File: src/rtl/display_slot_scheduler_pkg.sv
`default_nettype none
// ============================================================================
//  Module   : display_slot_scheduler_pkg
//  Purpose  : Shared mux-select codes, FSM state codes and grant helpers
//  Revision : 1.0  initial release
// ============================================================================
package display_slot_scheduler_pkg;

    localparam logic [1:0] SEL_D0   = 2'b00;
    localparam logic [1:0] SEL_D1   = 2'b01;
    localparam logic [1:0] SEL_D2   = 2'b10;
    localparam logic [1:0] SEL_NONE = 2'b11;

    localparam logic [0:0] ST_IDLE = 1'b0;
    localparam logic [0:0] ST_SHOW = 1'b1;

    function automatic logic [1:0] grant_to_sel(input logic [2:0] g);
        case (g)
            3'b001:  grant_to_sel = SEL_D0;
            3'b010:  grant_to_sel = SEL_D1;
            3'b100:  grant_to_sel = SEL_D2;
            default: grant_to_sel = SEL_NONE;
        endcase
    endfunction

    // Only meaningful for a one-hot grant; idle maps to 2 so D0 is searched first.
    function automatic logic [1:0] grant_to_idx(input logic [2:0] g);
        case (g)
            3'b001:  grant_to_idx = 2'd0;
            3'b010:  grant_to_idx = 2'd1;
            default: grant_to_idx = 2'd2;
        endcase
    endfunction

endpackage
`default_nettype wire

File: src/rtl/display_slot_scheduler_rr_pick3.sv
`default_nettype none
// ============================================================================
//  Module   : rr_pick3
//  Purpose  : Combinational 3-way round-robin pick, order ptr+1, ptr+2, ptr
//  Revision : 1.0  initial release
// ============================================================================
module rr_pick3 (
    input  logic [2:0] req,
    input  logic [1:0] ptr,
    output logic [2:0] pick,
    output logic       valid
);

    always_comb begin
        pick = 3'b000;
        case (ptr)
            2'd0: begin
                if      (req[1]) pick = 3'b010;
                else if (req[2]) pick = 3'b100;
                else if (req[0]) pick = 3'b001;
            end
            2'd1: begin
                if      (req[2]) pick = 3'b100;
                else if (req[0]) pick = 3'b001;
                else if (req[1]) pick = 3'b010;
            end
            default: begin
                if      (req[0]) pick = 3'b001;
                else if (req[1]) pick = 3'b010;
                else if (req[2]) pick = 3'b100;
            end
        endcase
    end

    assign valid = |req;

endmodule
`default_nettype wire

File: src/rtl/display_slot_scheduler.sv
`default_nettype none
// ============================================================================
//  Module   : display_slot_scheduler
//  Purpose  : Round-robin time-sharing of one 7-segment digit between 3 sources
//  Revision : 1.0  initial release
// ============================================================================
module display_slot_scheduler
    import display_slot_scheduler_pkg::*;
#(
    parameter int DWELL = 25_000_000
) (
    input  logic       clock,
    input  logic       reset,
    input  logic [2:0] req,
    input  logic       hold,
    output logic [1:0] sel,
    output logic [2:0] grant,
    output logic       slot_end,
    output logic       busy
);

    localparam int            CW     = $clog2(DWELL + 1);
    localparam logic [CW-1:0] c_last = CW'(DWELL - 1);

    logic [0:0]    r_state, w_state_nxt;
    logic [CW-1:0] r_cnt, w_cnt_nxt;
    logic [1:0]    r_ptr, w_ptr_nxt;
    logic [2:0]    r_grant, w_grant_nxt;
    logic [1:0]    r_sel, w_sel_nxt;
    logic          r_slot_end, w_slot_end_nxt;
    logic          r_busy, w_busy_nxt;

    logic [1:0]    w_owner;
    logic          w_owner_act;
    logic [1:0]    w_search_ptr;
    logic [2:0]    w_pick;
    logic          w_pick_valid;

    assign w_owner      = grant_to_idx(r_grant);
    assign w_owner_act  = |(req & r_grant);
    // In SHOW the search always starts after the current owner.
    assign w_search_ptr = (r_state == ST_SHOW) ? w_owner : r_ptr;

    rr_pick3 u_pick (
        .req   (req),
        .ptr   (w_search_ptr),
        .pick  (w_pick),
        .valid (w_pick_valid)
    );

    always_ff @(posedge clock) begin
        if (reset) begin
            r_state    <= ST_IDLE;
            r_cnt      <= '0;
            r_ptr      <= 2'd2;
            r_grant    <= 3'b000;
            r_sel      <= SEL_NONE;
            r_slot_end <= 1'b0;
            r_busy     <= 1'b0;
        end else begin
            r_state    <= w_state_nxt;
            r_cnt      <= w_cnt_nxt;
            r_ptr      <= w_ptr_nxt;
            r_grant    <= w_grant_nxt;
            r_sel      <= w_sel_nxt;
            r_slot_end <= w_slot_end_nxt;
            r_busy     <= w_busy_nxt;
        end
    end

    always_comb begin
        w_state_nxt    = r_state;
        w_cnt_nxt      = r_cnt;
        w_ptr_nxt      = r_ptr;
        w_grant_nxt    = r_grant;
        w_slot_end_nxt = 1'b0;
        case (r_state)
            ST_IDLE: begin
                w_cnt_nxt = '0;
                if (w_pick_valid) begin
                    w_state_nxt = ST_SHOW;
                    w_grant_nxt = w_pick;
                end
            end
            default: begin
                if (!w_owner_act) begin
                    // Abort beats both hold and the dwell end.
                    w_ptr_nxt   = w_owner;
                    w_cnt_nxt   = '0;
                    w_grant_nxt = w_pick;
                    w_state_nxt = w_pick_valid ? ST_SHOW : ST_IDLE;
                end else if (hold) begin
                    w_cnt_nxt = r_cnt;
                end else if (r_cnt != c_last) begin
                    w_cnt_nxt = r_cnt + CW'(1);
                end else begin
                    w_slot_end_nxt = 1'b1;
                    w_cnt_nxt      = '0;
                    w_ptr_nxt      = w_owner;
                    w_grant_nxt    = w_pick;
                end
            end
        endcase
    end

    always_comb begin
        w_sel_nxt  = grant_to_sel(w_grant_nxt);
        w_busy_nxt = (w_state_nxt == ST_SHOW);
    end

    assign sel      = r_sel;
    assign grant    = r_grant;
    assign slot_end = r_slot_end;
    assign busy     = r_busy;

endmodule
`default_nettype wire

File: config.mk
export PLATFORM = sky130hd
export DESIGN_NAME = display_slot_scheduler
export DESIGN_NICKNAME = d
export VERILOG_FILES = /design/src/rtl/display_slot_scheduler_pkg.sv /design/src/rtl/display_slot_scheduler_rr_pick3.sv /design/src/rtl/display_slot_scheduler.sv
export SDC_FILE = /design/constraint.sdc
export NUM_CORES = 1
export LEC_CHECK = 0
export CORE_MARGIN = 3
export CORE_UTILIZATION = 51
export DETAILED_ROUTE_END_ITERATION = 8
export PLACE_DENSITY = 0.74
export SETUP_SLACK_MARGIN = 0.4
export SLEW_MARGIN = 20
export SYNTH_ARGS = -nofsm -noshare
export SYNTH_HDL_FRONTEND = slang
export SYNTH_SLANG_ARGS = --single-unit
export TNS_END_PERCENT = 5
File: constraint.sdc
create_clock -name clock -period 1.6 [get_ports clock]
set_input_delay 0.16 -clock clock [delete_from_list [all_inputs] [get_ports clock]]
set_output_delay 0.16 -clock clock [all_outputs]
set_load 0.02 [all_outputs]
## After elaboration in Yosys (flattened, before gate mapping)

Index checks and enable logic that the tools add are counted.

| cells by class | value |
|---|---|
| $add $sub $neg | 1 |
| equal/unequal tests | 9 |
| mux-type cells | 26 |
| bitwise logic cells | 3 |
| reduce and logical (&&, ||, !) cells | 6 |

Operator list:

| kind | number |
|---|---|
| 2-to-1 mux 3 bit | 12 |
| adder 25 x 1 -> 25 bit, second input constant | 1 |
| 2-to-1 mux 25 bit | 1 |
| != test 25 bit, second input constant | 1 |
| 2-to-1 mux 2 bit | 5 |
| OR reduction 3 bit | 3 |
| == test 3 x 1 -> 1 bit, second input constant | 2 |
| == test 3 x 2 -> 1 bit, second input constant | 2 |
| one-hot mux 2 bit (3 select lines) | 1 |
| one-hot mux 3 bit (2 select lines) | 1 |
| 2-to-1 mux 1 bit | 5 |
| != test 2 bit, second input constant | 2 |
| one-hot mux 2 bit (2 select lines) | 1 |
| OR reduction 4 bit | 1 |
| bitwise AND 3 bit | 1 |
| == test 3 bit, second input constant | 1 |
| AND reduction 3 bit | 1 |
| == test 2 x 1 -> 1 bit, second input constant | 1 |
| logical NOT 2 bit | 1 |
| inverter 1 bit | 2 |

| storage, ports and cells | value |
|---|---|
| register bits | 34 |
| input port bits | 6 |
| output and inout port bits | 7 |
| word-level logic and storage cells | 51 |

## Longest topological paths before layout

| logic depth | value |
|---|---|
| depth after elaboration | 11 |
| gate-level depth with buffers | 8 |
| gate-level depth less buffers | 7 |

## Hierarchy

Synthesis repeated with hierarchy kept, for this count alone.

| unflattened totals | value |
|---|---|
| cell total of the unflattened synthesis | 197 |
| area total of the unflattened synthesis | 1804.2 um^2 |

Modules (own cells, without submodules):

| module | times used | cells each | area each (um^2) | sequential area each (um^2) |
|---|---|---|---|---|
| display_slot_scheduler | 1 | 189 | 1746.7 | 680.7 |
| rr_pick3 | 1 | 8 | 57.6 | 0.0 |

## Worst setup path after synthesis

No wires, ideal clock.

| timing | value |
|---|---|
| kind | reg-to-reg |
| start point | reg r_grant[2] (netlist: grant[2]) |
| end point | reg r_sel[1] (netlist: sel[1]) |
| library setup time | 0.127 ns |
| arrival time | 1.650 ns |
| data required time | 1.473 ns |
| setup slack | -0.177 ns |
| cell stages (with the launch flop) | 8 |
| path buffers | 1 |
| clock period less this slack | 1.777 ns |
| cells stage by stage | dfxtp_1 > buf_2 > a222oi_1 > nor2_1 > o21a_1 > o211ai_2 > and3_1 > o211ai_1 |

| on the way | value |
|---|---|
| word-level cells in the longest chain between the ends | 11 |
| elaborated cells on any way between the ends | 18 |
| classes of those cells | eq/ne: 6; mux: 9; bitwise: 1; reduce/logical: 2 |

RTL lines:

| item | RTL line | RTL |
|---|---|---|
| start: declaration | display_slot_scheduler.sv:28 | `logic [2:0] r_grant, w_grant_nxt;` |
| start signal: assignment | display_slot_scheduler.sv:64 | `r_grant <= w_grant_nxt;` |
| == test 3 x 2 -> 1 bit or == test 3 x 1 -> 1 bit (tied branches) | display_slot_scheduler_pkg.sv:28 | `case (g)` |
| one-hot mux 2 bit (2 select lines) | display_slot_scheduler_pkg.sv:28 |  |
| 2-to-1 mux 2 bit | display_slot_scheduler.sv:42 | `assign w_search_ptr = (r_state == ST_SHOW) ? w_owner : r_ptr;` |
| == test 2 x 1 -> 1 bit or logical NOT 2 bit (tied branches) | display_slot_scheduler_rr_pick3.sv:16 | `case (ptr)` |
| one-hot mux 3 bit (2 select lines) | display_slot_scheduler_rr_pick3.sv:16 |  |
| 2-to-1 mux 3 bit | display_slot_scheduler.sv:94 | `end else if (r_cnt != c_last) begin` |
| 2-to-1 mux 3 bit | display_slot_scheduler.sv:92 | `end else if (hold) begin` |
| 2-to-1 mux 3 bit | display_slot_scheduler.sv:86 | `if (!w_owner_act) begin` |
| 2-to-1 mux 3 bit * | display_slot_scheduler.sv:77 | `case (r_state)` |
| == test 3 bit (tied with other cells) | display_slot_scheduler_pkg.sv:18 | `case (g)` |
| one-hot mux 2 bit (3 select lines) * | display_slot_scheduler_pkg.sv:18 |  |
| end signal: assignment | display_slot_scheduler.sv:65 | `r_sel <= w_sel_nxt;` |
| end: declaration | display_slot_scheduler.sv:29 | `logic [1:0] r_sel, w_sel_nxt;` |

Mark *: on every way between the ends. The rest lies on a longest branch, timed or not.
A chain may end at the register's enable or synchronous reset.

## Worst setup path in the final report

| timing | value |
|---|---|
| start point | reg r_cnt[8] |
| end point | reg r_sel[1] (netlist: sel[1]) |

| on the way | value |
|---|---|
| word-level cells in the longest chain between the ends | 7 |
| elaborated cells on any way between the ends | 9 |
| classes of those cells | eq/ne: 4; mux: 5 |

RTL lines:

| item | RTL line | RTL |
|---|---|---|
| start: declaration | display_slot_scheduler.sv:26 | `logic [CW-1:0] r_cnt, w_cnt_nxt;` |
| start signal: assignment | display_slot_scheduler.sv:62 | `r_cnt <= w_cnt_nxt;` |
| != test 25 bit * | display_slot_scheduler.sv:94 |  |
| 2-to-1 mux 3 bit * | display_slot_scheduler.sv:94 |  |
| 2-to-1 mux 3 bit * | display_slot_scheduler.sv:92 |  |
| 2-to-1 mux 3 bit * | display_slot_scheduler.sv:86 |  |
| 2-to-1 mux 3 bit * | display_slot_scheduler.sv:77 |  |
| == test 3 bit (tied with other cells) | display_slot_scheduler_pkg.sv:18 |  |
| one-hot mux 2 bit (3 select lines) * | display_slot_scheduler_pkg.sv:18 |  |

Marked as above.

==> impl_results.md <==
* Hold Crit Start: r_ptr[0]
* Post-cts hold buffer count at 0
* RSZ-0062 raised after global routing: yes
* Gate Count Post-Synth at 194
* CTS root buf: clkbuf_4
* Leakage power at 0.916 nW
* Synth async-reset ratio at 0%
* Wirelength, routed at 4390 um
* Die area at 4030 sq um
* Fin crit period at 1.88 ns
* ANT cells at 0
* Clock buffer depth at 2
* Placed insts at 288
* Register area at 693 sq um
* Seq cells post-synth at 34
* R2R depth at 6
* Critical Path RT at 1.87 ns
* Ys flop type: dfxtp_1
* Reg2Reg Capture Point: sel[1]
* Synth Area in Adders at 0.742%
* Sink Count at 34
* Starting Density at 54.4%
* Final Util at 76.2%
* Complex-gate fraction of the synthesized area at 9.94%
* Startpoint type of the worst setup path: flip-flop
* Avg Synthesized Cell Area at 8.69 sq um
* Synth Net Count at 201
* Power Density at 683 nW/um^2
* YS warnings at 0
* Die width at 63.5 um
* Reg-to-reg critical path startpoint: r_cnt[8]
* Clock Skews at 0.00954 ns
* Critical path class: flip-flop to flip-flop
* Xor/xnor share of the synthesized area at 12.5%
* Setup ws final at -0.284 ns
* Post-synth EDFFs at 0
* Slew Viols, Final at 0
* Reg-to-reg slack, setup at -0.28 ns
* Via count at 1653
* Final Hold Viols at 0
* Max-cap violations at 0
* FMAX at 531 MHz
* Synth cell types at 42
* Worst-Skew Late Latency at 0.34 ns
* Multiplexer share of the synthesized area at 0.593%
* Rows at 20
* Fillers at 240
* Main combinational cell family by area after synthesis: simple AND/OR/NAND/NOR gates
* Global-route wire length before repair at 7690 um
* WHS Endpoint: r_ptr[0]
* IO Pins at 13
* Worst-Margin Slew at 0.409 ns
* Status: complete, but fails checks
* H-tree Lvls at 2
* Kind of end point of the critical path: flip-flop
* Grt total ovfl at 0
* Initial antenna violation count at 0
* Number of global-route vias before repair at 1722
* Die height at 63.5 um
* Hold path depth at 2
* Register area share after synthesis at 40.4%
* Synth Area in Simple Gates at 33.5%
* Core area at 3100 sq um
* Min Hold Slack at 0.487 ns
* CTS Buf Count at 5
* Hold Crit Class: flip-flop to flip-flop
* Largest net degree at the start of global routing at 26
* Slew HR at 72.6%
* Final period utilization at 118%
* Multi-input gate area at 1060 sq um
* Peak VDD IR at 656 uV
* Initial DRC Count at 159
* I/O Buffers at 12
* Remaining antenna violation count at 0
* Worst EP arrival at 2.16 ns
* Final std cells w/o fill at 299
* Setup TNS at -5.83 ns
* DRC at 0
* HPWL Detailed at 3110 um
* Share of cells above drive strength 1 at 34.1%
* CTS tree: yes
* Max Fanout on Critical Path at 5
* Gpl congestion at 0.874
* Final setup fails at 31
* Avg WL per Cell at 14.7 um
* Final nets at 261
* Area of the mapped netlist at 1690 sq um
* Syn-to-layout area delta at 40.1%
* Setup WS pre-CTS at -0.444 ns
* Clock Pin Slew Worst Setup and Hold Paths at 0.11 ns
* GRT Overall Usage at 23.9%
* Failing checks: setup timing
* DR vias/cell at 5.53
* Drt first pass iters at 4
==> flip-flops by register name, indices dropped and copies added (netlist names) <==
register  cells
sel           2
busy          1
r_cnt        25
slot_end      1
r_ptr         2
grant         3
==> routing by layer <==
layer | share of wire, % | vias to the layer above | GRT usage, %
li1 | - | 815 | -
met3 | 3.7 | 18 | 4.63
met4 | 3.4 | 0 | 10.5
met2 | 49 | 44 | 41.6
met5 | 0 | - | 0
met1 | 44 | 776 | 28.3
==> cell families after synthesis <==
kind of cell | Yosys count
xor+xnor | 24
mux | 1
compound gates | 25
buf+inv | 9
fa+ha+maj | 1
simple gates | 100
flops | 34
==> synthesized netlist by cell type, types with 3 or more instances <==
library cell | instances | area share (%)
dfxtp_1 | 34 | 40
nor2_1 | 30 | 6.7
xor2_1 | 15 | 7.8
nand2_1 | 12 | 2.7
xnor2_1 | 9 | 4.7
and2_1 | 7 | 2.6
and3_1 | 7 | 2.6
buf_2 | 6 | 1.8
nand3_1 | 6 | 1.8
nand4_1 | 6 | 2.2
o21ai_0 | 5 | 1.5
a21oi_1 | 4 | 1.2
nor3_1 | 4 | 1.2
o211ai_1 | 4 | 1.8
a31oi_1 | 3 | 1.1
and4_1 | 3 | 1.6
inv_1 | 3 | 0.67
nand3b_1 | 3 | 1.3
nor3b_1 | 3 | 1.3
==> placed cells by master (no fill, tap or decap), drive strengths merged, types with 4 or more instances in the layout <==
master	count
nor2	30
dfxtp	34
and2	7
xor2	15
nand4	7
and3	7
buf	48
o21ai	7
nor3	5
a21oi	4
nand3	6
o211ai	5
clkbuf	7
nand2	12
clkdlybuf4s50	5
xnor2	9
==> report_power, final <==
| group | switching [W] | internal (W) |
|---|---|---|
| sequential | 0.0000161 | 0.000863 |
| combinational | 0.000112 | 0.000114 |
| clock | 0.000298 | 0.000211 |
==> per-stage QoR <==
stage,power (W),instance area [sq um]
finish,0.00161,2360
global placement,0.00111,2200
CTS,0.00161,2340
floorplan,0.00100,1720
global route,0.00168,2360
detailed placement,0.00112,2200
==> worst max-delay path by stage <==
stage	from	end	cells past startpoint
2_1_floorplan	r_cnt[0]	r_ptr[0]	7
4_1_cts	r_cnt[0]	r_cnt[20]	8
3_5_place_dp	req[2]	sel[1]	7
6_report	r_cnt[8]	sel[1]	6
5_1_grt	r_cnt[8]	sel[1]	6
3_3_place_gp	req[2]	sel[1]	7
==> worst max-delay path, cell delays in order, from the launching register on <==
cell	delay, ns
dfxtp_2	0.36
nor4_2	0.32
nand4_1	0.23
o21a_4	0.30
nand3b_1	0.22
and3_1	0.22
o211ai_1	0.16
==> what timing repair did <==
item	4_1_cts	5_1_grt
resized for setup	26	11
endpoints found under the setup margin	40	38
pin swaps	6	5
buffers inserted	3	0
==> final cells by class <==
type / count / share of cell area [%]
multi-input combinational: 151 / 44.9
sequential: 34 / 29.3
timing repair buffer: 59 / 20.3
tap: 44 / 2.33
clock buffer: 6 / 2.17
clock inverter: 2 / 0.529
inverter: 3 / 0.476
Note: power is estimated with default switching activity, not from simulation.
